`config.mk`:
```
export PLATFORM = sky130hd
export DESIGN_NAME = pipe_reg_chain
export DESIGN_NICKNAME = d
export VERILOG_FILES = /design/src/rtl/pipe_reg_chain.sv
export SDC_FILE = /design/constraint.sdc
export NUM_CORES = 1
export LEC_CHECK = 0
export CAP_MARGIN = 0
export CORE_MARGIN = 2
export CORE_UTILIZATION = 45
export CTS_CLUSTER_DIAMETER = 80
export DETAILED_ROUTE_END_ITERATION = 16
export HOLD_SLACK_MARGIN = 0.08
export PLACE_DENSITY = 0.74
export SYNTH_ARGS = -nofsm -noshare
export SYNTH_HDL_FRONTEND = slang
export SYNTH_SLANG_ARGS = --single-unit
export TNS_END_PERCENT = 100
```
`constraint.sdc`:
```
create_clock -name clk -period 3.3 [get_ports clk]
set_input_delay 0.99 -clock clk [delete_from_list [all_inputs] [get_ports clk]]
set_output_delay 0.99 -clock clk [all_outputs]
set_load 0.03 [all_outputs]
```
`src/rtl/pipe_reg_chain.sv`:
```
// DEPTH-stage valid/ready register chain with backpressure, bubble collapsing,
// synchronous flush and occupancy count. Define PIPE_REG_PARITY_EN for per-stage parity.

module pipe_reg_stage #(
  parameter int              SW       = 32,
  parameter logic [SW-1:0]   RST_WORD = '0
) (
  input  logic          clk,
  input  logic          reset,
  input  logic          v_nxt,
  input  logic          load,
  input  logic [SW-1:0] src,
  output logic          v,
  output logic [SW-1:0] d
);
  always_ff @(posedge clk or posedge reset) begin
    if (reset) begin
      v <= 1'b0;
      d <= RST_WORD;
    end else begin
      v <= v_nxt;
      if (load) d <= src;
    end
  end
endmodule

module pipe_reg_chain #(
  parameter int               WIDTH     = 32,
  parameter int               DEPTH     = 2,
  parameter logic [WIDTH-1:0] RESET_VAL = '0
) (
  input  logic                       clk,
  input  logic                       reset,
  input  logic                       flush,
  input  logic                       in_valid,
  output logic                       in_ready,
  input  logic [WIDTH-1:0]           in_data,
  output logic                       out_valid,
  input  logic                       out_ready,
  output logic [WIDTH-1:0]           out_data,
  output logic [$clog2(DEPTH+1)-1:0] count,
  input  logic                       inj_par,
  output logic                       out_par_err
);
  localparam int CW = $clog2(DEPTH+1);
`ifdef PIPE_REG_PARITY_EN
  // Parity rides as the MSB of each stage word.
  localparam int            SW       = WIDTH + 1;
  localparam logic [SW-1:0] RST_WORD = {^RESET_VAL, RESET_VAL};
`else
  localparam int            SW       = WIDTH;
  localparam logic [SW-1:0] RST_WORD = RESET_VAL;
`endif

  logic [DEPTH-1:0]         v, a, src_v, v_nxt, load;
  logic [DEPTH-1:0][SW-1:0] d, src_d;
  logic [SW-1:0]            in_word;
  logic [CW-1:0]            cnt_nxt;

`ifdef PIPE_REG_PARITY_EN
  assign in_word     = {^in_data ^ inj_par, in_data};
  assign out_par_err = out_valid & (^out_data ^ d[DEPTH-1][WIDTH]);
`else
  logic unused_inj_par;
  assign unused_inj_par = inj_par;
  assign in_word        = in_data;
  assign out_par_err    = 1'b0;
`endif

  // A stage can take new data if it is empty or its successor frees it this cycle.
  always_comb begin
    a = '0;
    a[DEPTH-1] = !v[DEPTH-1] | out_ready;
    for (int i = DEPTH-2; i >= 0; i--) a[i] = !v[i] | a[i+1];
  end

  always_comb begin
    src_v    = '0;
    src_d    = '0;
    src_v[0] = in_valid;
    src_d[0] = in_word;
    for (int i = 1; i < DEPTH; i++) begin
      src_v[i] = v[i-1];
      src_d[i] = d[i-1];
    end
  end

  always_comb begin
    v_nxt   = '0;
    load    = '0;
    cnt_nxt = '0;
    for (int i = 0; i < DEPTH; i++) begin
      load[i]  = !flush & a[i] & src_v[i];
      v_nxt[i] = flush ? 1'b0 : (a[i] ? src_v[i] : v[i]);
      cnt_nxt  = cnt_nxt + CW'(v_nxt[i]);
    end
  end

  for (genvar i = 0; i < DEPTH; i++) begin : g_stage
    pipe_reg_stage #(.SW(SW), .RST_WORD(RST_WORD)) u_stage (
      .clk   (clk),
      .reset (reset),
      .v_nxt (v_nxt[i]),
      .load  (load[i]),
      .src   (src_d[i]),
      .v     (v[i]),
      .d     (d[i])
    );
  end

  always_ff @(posedge clk or posedge reset) begin
    if (reset) count <= '0;
    else       count <= cnt_nxt;
  end

  assign in_ready  = a[0] & !flush;
  assign out_valid = v[DEPTH-1];
  assign out_data  = d[DEPTH-1][WIDTH-1:0];
endmodule
```
[Yosys cells after proc, flatten, opt, wreduce, memory -nomap -nowiden]
Index checks and enable logic that the tools add are counted.
Cells by class
  add/subtract/negate cells: 1
  muxes and demuxes: 4
  bitwise gates (word level): 6
  reduce and logical (&&, ||, !) cells: 3
Operators with widths (number)
  $and 1x1->1: 4
  $mux 1: 4
  $logic_not 1->1: 3
  $add 1x1->2: 1
  $or 1x1->1: 2
Storage, ports and cells
  bits in registers: 68
  bits of input ports: 38
  output and inout bits: 37
  logic and storage cells: 19

[Depth between registers and ports, before layout]
  depth in word-level cells: 6
  mapped depth: 5
  depth with buffers taken out: 4

[Hierarchy]
A second synthesis with hierarchy kept.
Second synthesis, totals
  cells, all modules: 154
  area total of the unflattened synthesis: 2895.3 um2
Modules (own cells, without submodules)
  pipe_reg_stage: instances 2, cells an instance 70, area each 1373.8 um2, seq. area each 825.8 um2
  pipe_reg_chain: instances 1, cells an instance 14, area each 147.6 um2, seq. area each 50.0 um2

[Worst setup path after synthesis]
OpenSTA, ideal clock, no wires.
  path type: input to output
  start point: input out_ready
  end point: output in_ready
  data arrival time: 1.572 ns
  required time: 2.310 ns
  setup slack: 0.738 ns
  stages on the path: 2
  path buffers: 0
  cell sequence: and3b_1 nor2_1
Between the ends
  longest elaborated chain between the ends: 3
Ends and longest elaborated chain
  start: declaration: line 39  | input logic out_ready,
  $or 1x1->1: line 73  | a[DEPTH-1] = !v[DEPTH-1] | out_ready;
  $or 1x1->1: line 74  | for (int i = DEPTH-2; i >= 0; i--) a[i] = !v[i] | a[i+1];
  $and 1x1->1: line 116  | assign in_ready = a[0] & !flush;
  end: declaration: line 36  | output logic in_ready,
No other way between the ends.

[Final worst setup path]
Same ends and word-level chain as after synthesis.

==> Implementation_results.wiki <==
{| class="wikitable"
! Metric !! Value
|-
| Outcome || complete, no violations
|-
| Overall via count from detail_route || roughly 1500
|-
| Uppermost layer routed || met4
|-
| Final Routed Wirelength || approximately 4600 µm
|-
| Number of buffers added by the clock tree synthesis step || 9
|-
| Layout Area Growth over Synthesis || 24.9%
|-
| Final layout net count || 270
|-
| Critical path capture point type || output port
|-
| Kind of start point of the critical path || input port
|-
| Crit path kind || in -> out
|-
| Critical path peak fanout || 3
|-
| Antenna violation net count after detailed routing || 0
|-
| Number of search-and-repair iterations in the first detailed-routing pass || 4
|-
| Antenna Cells || 0
|-
| Gate count of the mapped netlist || 184
|-
| CTS tree || built
|-
| Share of the cycle needed by the critical path after routing || between 80% and 90%
|-
| Row count || 29
|-
| Metal1 wirelength || between 2000 and 2500 µm
|-
| Leakage || between 1.5 and 2 nW
|-
| Cts hold-fix bufs || 0
|-
| Total global-route track usage || between 10% and 20%
|-
| Wire per inst || between 10 and 15 µm
|-
| Type of the most critical hold path || reg -> reg
|-
| Yosys synthesis warning count || 0
|-
| CP arrival || approximately 1.9 ns
|-
| Global-route wire length before repair || about 7700 µm
|-
| Total length of routed met2 wires || around 2200 µm
|-
| Post-Synthesis Cell Area || 2950 µm²
|-
| Number of cells upsized or downsized after cts || 0
|-
| Die footprint || approximately 7000 µm²
|-
| Core Footprint || ~6300 µm²
|-
| Avg Vias per Cell || 4.75
|-
| Final instance count without filler cells || roughly 310
|-
| Longest individual stage delay on the worst path || 0.48 ns
|-
| Master of the slowest instance on the critical path || clkdlybuf4s50_1
|-
| Maximum number of pins on one net before global-route repair || just under 70
|-
| Post-synthesis area per instance || around 16 µm²
|-
| Maximum buffer depth of the clock tree || 2
|-
| Count of unresolved DRC violations after routing || 0
|-
| Pins Over Slew Limit || 0
|-
| Placed instance count || between 200 and 300
|-
| Final RePlAce weighted congestion || 0.715
|-
| Fmax || approximately 0.34 GHz
|-
| Maxcap violations || 0
|-
| Sequential area share after synthesis || about 58%
|-
| Detailed-placement wirelength estimate || between 3000 and 4000 µm
|-
| Via count of the first global-routing pass || 1571
|-
| Proportion of layout cells with a drive suffix above 1 || 37.3%
|-
| Clock Skews || ~0.0064 ns
|-
| Setup bufs post-CTS || 0
|-
| Count of state elements after synthesis || between 60 and 70
|-
| CTS sink count || about 70
|-
| Die Ht || roughly 85 µm
|-
| Initial antenna violation count || 0
|-
| Final setup fails || 0
|-
| Hold violation total from the final report || 0
|-
| Met3 layer wire length in the routed design || 263 µm
|-
| Final global-route overflow total || 0
|-
| Final critical delay including setup and external delays || approximately 3 ns
|-
| CP cell instances || clkdlybuf4s50_1, and3b_1, nor2_1, buf_4
|-
| Number of different library cells in the post-synthesis netlist || 15
|-
| Register-to-Register Setup Slack || between 1.5 and 2 ns
|-
| Sum of negative setup slack || 0 ns
|-
| VDD IR max || 0.335 mV
|-
| Power density over the cells || about 700 nW/µm²
|-
| DIE WIDTH || 84.9 µm
|-
| Initial DRC count || 24
|-
| Critical path required time || about 2.3 ns
|-
| Clk slew on worst S/H paths || 0.07 ns
|-
| Synthesized Nets || roughly 220
|-
| RSZ-0062 raised after global routing || no
|-
| CTS root buf || clkbuf_8
|-
| Deepest level of the CTS H-tree || 3
|-
| Source-to-sink clock delay at the later pin of the worst-skew pair || approximately 0.33 ns
|-
| I/O pin total || 75
|-
| Starting density of the core || approximately 46%
|-
| Port Buf Inserts || a little over 70
|}
==> area by class of cell <==
type                    count  area, µm²
fillers                   537       2670
flip-flops and latches     68       1700
multi-input cells          75        912
repair buffers             76        773
clock buffers               9        124
well taps                  77       96.3
clock inverters             7       67.6
inverters                   1       3.75
==> flip-flops by register name, summed over array words and instances (netlist names) <==
signal and count:
g_stage.u_stage.d 64, g_stage.u_stage.v 2, count 2
==> cell families after synthesis <==
group	synth area share, %
adders and majority gates	0.425
buffers and inverters	11.5
DFF	57.8
muxes	28.3
other	0.127
and+or+nand+nor	1.91
==> synthesized netlist by cell type <==
| master | number | area (µm²) |
|---|---|---|
| dfrtp_1 | 68 | 1700 |
| mux2_2 | 34 | 383 |
| buf_4 | 33 | 248 |
| mux2_4 | 30 | 450 |
| nor2_1 | 5 | 18.8 |
| buf_12 | 3 | 60.1 |
| buf_2 | 3 | 15.0 |
| and2b_1 | 1 | 7.51 |
| and3b_1 | 1 | 8.76 |
| buf_6 | 1 | 11.3 |
| conb_1 | 1 | 3.75 |
| ha_1 | 1 | 12.5 |
| inv_1 | 1 | 3.75 |
| nor3b_2 | 1 | 12.5 |
| or3b_1 | 1 | 8.76 |
==> path summary, 6_finish.rpt <==
kind	from	endpoint	cells after the start
setup / recovery	out_ready	in_ready	4
hold / removal	g_stage[1].u_stage.d[30]	g_stage[1].u_stage.d[30]	1
setup reg to reg	g_stage[0].u_stage.v	g_stage[0].u_stage.d[19]	4
hold reg to reg	g_stage[1].u_stage.d[30]	g_stage[1].u_stage.d[30]	1
max in group asynchronous	reset	g_stage[0].u_stage.d[1]	3
min in group asynchronous	reset	g_stage[1].u_stage.d[3]	3
==> worst max-delay path, delay by kind of cell <==
family,cells,cell delay [ns]
buffers and inverters,2,0.65
AND/OR/NAND/NOR,2,0.29
==> layer usage <==
metal / vias to the layer above / global-route usage [%]
li1: 683 / -
met5: - / 0
met3: 7 / 4.96
met1: 754 / 17.7
met4: 0 / 6.93
met2: 43 / 21.5
==> per-stage QoR <==
stage | hold slack (ns) | area (µm²) | power, mW | setup slack [ns] | utilization [%]
2_1_floorplan | 0.474 | 2950 | 1.77 | 0.598 | -
3_3_place_gp | 0.484 | 3490 | 1.92 | 0.391 | 54.9
3_5_place_dp | 0.489 | 3490 | 1.94 | 0.383 | 54.9
4_1_cts | 0.510 | 3680 | 2.60 | 0.382 | 57.9
5_1_grt | 0.520 | 3680 | 2.69 | 0.321 | 57.9
6_report | 0.506 | 3680 | 2.56 | 0.380 | 57.9
==> where the power goes <==
group	switching, mW	internal (mW)
Combinational	0.384	0.418
Clock	0.310	0.344
Sequential	0.0913	1.01
==> placed cells by master (no fill, tap or decap) <==
cell             instances
and3b_1                  1
nor2_1                   5
clkbuf_8                 9
mux2_4                  30
buf_12                   2
inv_2                    1
and2b_1                  1
clkinv_2                 3
or3b_2                   1
clkdlybuf4s50_1         71
mux2_2                  34
conb_1                   1
clkinvlp_4               3
bufinv_16                1
ha_1                     1
dfrtp_1                 68
buf_4                    3
nor3b_4                  1
No activity file was read; power rests on OpenSTA's default activity.
==> variant 1: new RTL, config.mk and constraints unchanged <==
`WIDTH`: 32 -> 16.
--- a/src/rtl/pipe_reg_chain.sv
+++ b/src/rtl/pipe_reg_chain.sv
@@ -27,3 +27,3 @@
 module pipe_reg_chain #(
-  parameter int               WIDTH     = 32,
+  parameter int               WIDTH     = 16,
   parameter int               DEPTH     = 2,
Ports: changed (resized in_data and out_data); port bits go from 75 to 43. No check against the original RTL was run, so the function may have changed too.
==> variant 1 against the original RTL <==
  * Total power down 48%
  * Wire length down 51%
  * Combinational power down 49%
  * Worst setup slack better by 0.0051 ns
  * Maximum frequency up 0.17%
  * Critical path type unchanged
  * Sequential cell count down 32
  * Critical path depth unchanged
  * Area after synthesis down 48%
  * Register-to-register slack about the same
  * Worst hold slack better by 0.0035 ns
  * Clock power down 49%
  * Design area down 46%
==> variant 1: results (changes against the original RTL) <==
outcome complete, no violations; Port Buf Inserts 40 (-44%); Synth cell types 14 (-1); P_leak 0.8867 nW (-46%); vias in the first global route 900 (-43%); first drt pass iteration count 3 (-1); pin count of the biggest net entering global routing 37 (-46%); DR iter-0 viols 11 (-54%); CTS max path bufs 2 (unchanged); DP HPWL 1677 um (-45%); EDFF count, synth 0 (unchanged); Post-CTS Resized 0 (unchanged); area post-placement 1873 sq um (-46%); H-tree lvl count 2 (-1); largest cells by area after synthesis dfrtp_1 58%, mux2_2 16%, mux2_4 9.7%; Max VDD drop 343.6 uV (+2.5%); GRT Util Overall 0.1378 (-0.002408); CP max-delay cell clkdlybuf4s50_1; gpl congestion 0.6274 (-12%); Syn Nets 123 (-45%); Top Registers g_stage.u_stage.d x32, count x2, g_stage.u_stage.v x2; Worst-Skew Late Latency 0.33 ns (about the same); Clk pin slew, worst setup/hold paths 0.10 ns (+0.03 ns); DR WL/cell 12.78 um (-13%); Crit path max-delay family buffers and inverters; setup bufs post-CTS 0 (unchanged); FILL cells 286 (-47%); kind of critical path input pin to output port; most frequent cells after synthesis 36 x dfrtp_1, 22 x mux2_2, 18 x buf_4, 10 x mux2_4, 5 x nor2_1; final net count 154 (-43%); Critical Path Fanout Max 3 (unchanged); ys flop type dfrtp_1; yosys warns 0 (unchanged); sequential share of the synthesized area 0.5844 (+0.006676); Worst Skew 0.01071 ns (+0.004279 ns); met1 Use GR 0.1528 (-0.02462); Inserted Diodes 0 (unchanged); antenna violations before repair 0 (unchanged); Hold Path Class flip-flop to flip-flop; met2 Use GR 0.2272 (+0.01240); maxcap violations 0 (unchanged); vias post-DR 815 (-45%); GRT met3 Usage 0.05946 (+0.009849); Root Buffer clkbuf_4; number of CTS-inserted buffers 5 (-4); global-route wire length before repair 4043 um (-47%); layout cells sized above 1 0.3485 (-0.02440)
variant 1: cell count changes after synthesis:
| cell | delta |
|---|---|
| dfrtp_1 | -32 |
| buf_12 | -2 |
| mux2_4 | -20 |
| buf_2 | -3 |
| mux2_2 | -12 |
| buf_4 | -15 |
variant 1: stage by stage:
stage | power [mW] | hold WS, ns | instances | setup slack, ns | utilization
after global placement | 0.9875 | 0.4811 | 170 | 0.4117 | 0.5658
after CTS | 1.340 | 0.5143 | 178 | 0.3710 | 0.5945
after floorplan | 0.9110 | 0.4736 | 100 | 0.7377 | -
after detailed placement | 0.9996 | 0.4894 | 170 | 0.3768 | 0.5658
after global routing | 1.389 | 0.5260 | 178 | 0.3432 | 0.5945
final | 1.321 | 0.5092 | 178 | 0.3851 | 0.5945
variant 1: logic make-up (layout without fill, tap and decap cells):
kind of cell	after synthesis	in the layout	synth area share
flops	36	36	0.5844
mux	32	32	0.2581
buf+inv	21	53	0.1104
simple gates	9	9	0.03653
fa+ha+maj	1	1	0.008116
other cells	1	1	0.002433
variant 1: worst paths after layout:
| check | slack, ns | depth (start not counted) | end | from |
|---|---|---|---|---|
| worst max-delay path | 0.39 | 4 | in_ready | out_ready |
| worst min-delay path | 0.51 | 1 | g_stage[0].u_stage.d[6] | g_stage[0].u_stage.d[6] |
| worst max register to register | 1.54 | 4 | g_stage[0].u_stage.d[0] | g_stage[0].u_stage.v |
| worst min register to register | 0.51 | 1 | g_stage[0].u_stage.d[6] | g_stage[0].u_stage.d[6] |
| max in group asynchronous | 1.93 | 3 | count[1] | reset |
| min in group asynchronous | 1.05 | 3 | g_stage[1].u_stage.d[11] | reset |
variant 1: area by class of cell:
cell class,instances,area share
clock buffer,7,0.03306
tap,46,0.02924
multi-input combinational,43,0.2390
inverter,1,0.001907
clock inverter,1,0.01526
timing repair buffer,44,0.2238
sequential,36,0.4577
variant 1: per-layer routing:
metal	routed length (um)	part of all wire
met2	1164	0.51
met3	155	0.068
met1	906	0.40
met5	0	0
met4	48	0.021
variant 1: report_power, final:
| part | total [mW] | leakage, nW | switching (mW) | internal (mW) |
|---|---|---|---|---|
| registers | 0.576 | 0.431 | 0.0441 | 0.532 |
| logic | 0.408 | 0.404 | 0.197 | 0.210 |
| clock network | 0.337 | 0.0515 | 0.136 | 0.201 |
==> variant 2: new RTL, same flow settings <==
Without the edit above. Remove the register `count`: a continuous assignment takes its place, so the output `count` follows one clock earlier.
--- a/src/rtl/pipe_reg_chain.sv
+++ b/src/rtl/pipe_reg_chain.sv
@@ -110,6 +110,3 @@
 
-  always_ff @(posedge clk or posedge reset) begin
-    if (reset) count <= '0;
-    else       count <= cnt_nxt;
-  end
+  assign count = cnt_nxt;
 
Check against the original RTL: not equivalent (a bounded check fails within 4 cycles, from zero or initial values and one cycle with reset high).
==> variant 2 against the original RTL <==
  * Die area shrank 1.6%
  * Worst setup slack lost 0.21 ns
  * Area after synthesis shrank 1.7%
  * Synthesized cell count shrank 1.1%
  * Worst hold slack lost 0.00051 ns
  * Sequential share of layout area shrank 1.2 points
  * Design area shrank 0.41%
  * Core utilization grew 0.43 points
  * Sequential cell count shrank 2
  * Total power shrank 0.82%
  * Wire length shrank 1.3%
  * Largest cell class unchanged
  * Largest power group unchanged
  * Highest routed layer unchanged
==> variant 2: results (changes against the original RTL) <==
area post-placement 3435 sq um (-1.5%); Critical Path Fanout Max 5 (+2); largest cells by area after synthesis dfrtp_1 57%, mux2_4 16%, mux2_2 13%; sequential share of the synthesized area 0.5704 (-0.007299); Register-to-Register Path Depth 5 (+1); RR Endpoint g_stage[0].u_stage.d[29]; Hold Path End g_stage[1].u_stage.d[22]; Crit path max-delay family buffers and inverters; most frequent cells after synthesis 66 x dfrtp_1, 34 x mux2_2, 33 x buf_4, 30 x mux2_4, 5 x nor2_1; HP Start g_stage[1].u_stage.d[22]; Top Registers g_stage.u_stage.d x64, g_stage.u_stage.v x2; layout cells sized above 1 0.4034 (+0.03048); gpl congestion 0.7050 (-1.4%); Syn Nets 221 (-0.90%); R2R Setup Slk 1.37 ns (-0.17 ns); DR WL/cell 14.45 um (-1.9%); Via density 4.714 (-0.77%); number of CTS-inserted buffers 9 (unchanged); Worst Skew 0.005878 ns (-0.0005550 ns); Max VDD drop 374.8 uV (+12%); pin count of the biggest net entering global routing 43 (-38%); first drt pass iteration count 2 (-2); Critical R2R Launch g_stage[0].u_stage.v; biggest cell delay along the critical path 0.60 ns (+0.12 ns); Worst Setup Slack post-DPL 0.04237 ns (-0.3402 ns); H-tree lvl count 3 (unchanged); Root Buffer clkbuf_8; DP HPWL 3205 um (+5.3%); outcome complete, no violations; GRT Util Overall 0.1421 (+0.001948); yosys warns 0 (unchanged); global-route wire length before repair 7762 um (+1.4%); final net count 272 (+0.74%); vias in the first global route 1562 (-0.57%); DR iter-0 viols 12 (-50%); P_leak 1.673 nW (+1.2%); FILL cells 537 (unchanged); Worst EP arrival 2.14 ns (+0.21 ns)
-- variant 2: changes by cell type in the layout (fill, tap and decap cells not counted), moves of 2 or more --
| cell | before | now |
|---|---|---|
| clkinvlp_4 | 3 | 0 |
| clkbuf_8 | 9 | 14 |
| nor2_1 | 5 | 3 |
| clkdlybuf4s50_1 | 71 | 68 |
| clkinv_2 | 3 | 1 |
| buf_4 | 3 | 9 |
| dfrtp_1 | 68 | 66 |
| nor2_2 | 0 | 2 |
-- variant 2: how the worst max path moves through the flow --
stage	slack, ns	startpoint	cells after the start	end
2_1_floorplan	0.59	out_ready	4	count[0]
3_3_place_gp	0.05	out_ready	6	count[0]
3_5_place_dp	0.04	out_ready	6	count[0]
4_1_cts	0.03	out_ready	6	count[0]
5_1_grt	0.12	flush	4	count[0]
6_report	0.17	flush	4	count[0]
-- variant 2: cell families after synthesis --
family	Yosys count	share of synthesized area
DFF	66	0.5704
other	1	0.001295
adders and majority gates	1	0.004321
buffers and inverters	41	0.1167
and+or+nand+nor	9	0.01945
muxes	64	0.2878
-- variant 2: area by class of cell --
| type | count | area (sq um) | area share |
|---|---|---|---|
| clock buffer | 15 | 196.4 | 0.05362 |
| inverter | 1 | 3.754 | 0.001025 |
| clock inverter | 1 | 5.005 | 0.001366 |
| multi-input combinational | 75 | 918.4 | 0.2507 |
| tap | 77 | 96.34 | 0.02630 |
| sequential | 66 | 1652 | 0.4508 |
| timing repair buffer | 80 | 792.0 | 0.2162 |
-- variant 2: metrics by stage --
step / instances / power, mW / hold slack, ns
final: 315 / 2.541 / 0.5052
after global placement: 297 / 1.889 / 0.4837
after detailed placement: 297 / 1.908 / 0.4870
after floorplan: 182 / 1.743 / 0.4736
after CTS: 313 / 2.577 / 0.5106
after global routing: 315 / 2.673 / 0.5263
-- variant 2: power by group --
| part | internal (mW) | switching, mW | leakage [nW] | total, mW |
|---|---|---|---|---|
| registers | 0.989 | 0.0930 | 0.783 | 1.08 |
| clock network | 0.375 | 0.280 | 0.106 | 0.656 |
| logic | 0.418 | 0.384 | 0.784 | 0.803 |
-- variant 2: timing repair --
| action | 4_1_cts | 5_1_grt |
|---|---|---|
| hold buffers | 0 | 0 |
| setup endpoints to repair | 0 | 1 |
| gates resized for setup | 0 | 5 |
| setup buffers | 0 | 2 |
| endpoints found under the hold margin | 0 | 0 |
-- variant 2: routing by layer --
metal	up-vias	GRT usage	share of wire
li1	689	-	-
met1	740	0.1894	0.46
met2	49	0.2121	0.47
met3	7	0.04621	0.064
met4	0	0.06598	0.012
met5	-	0	0
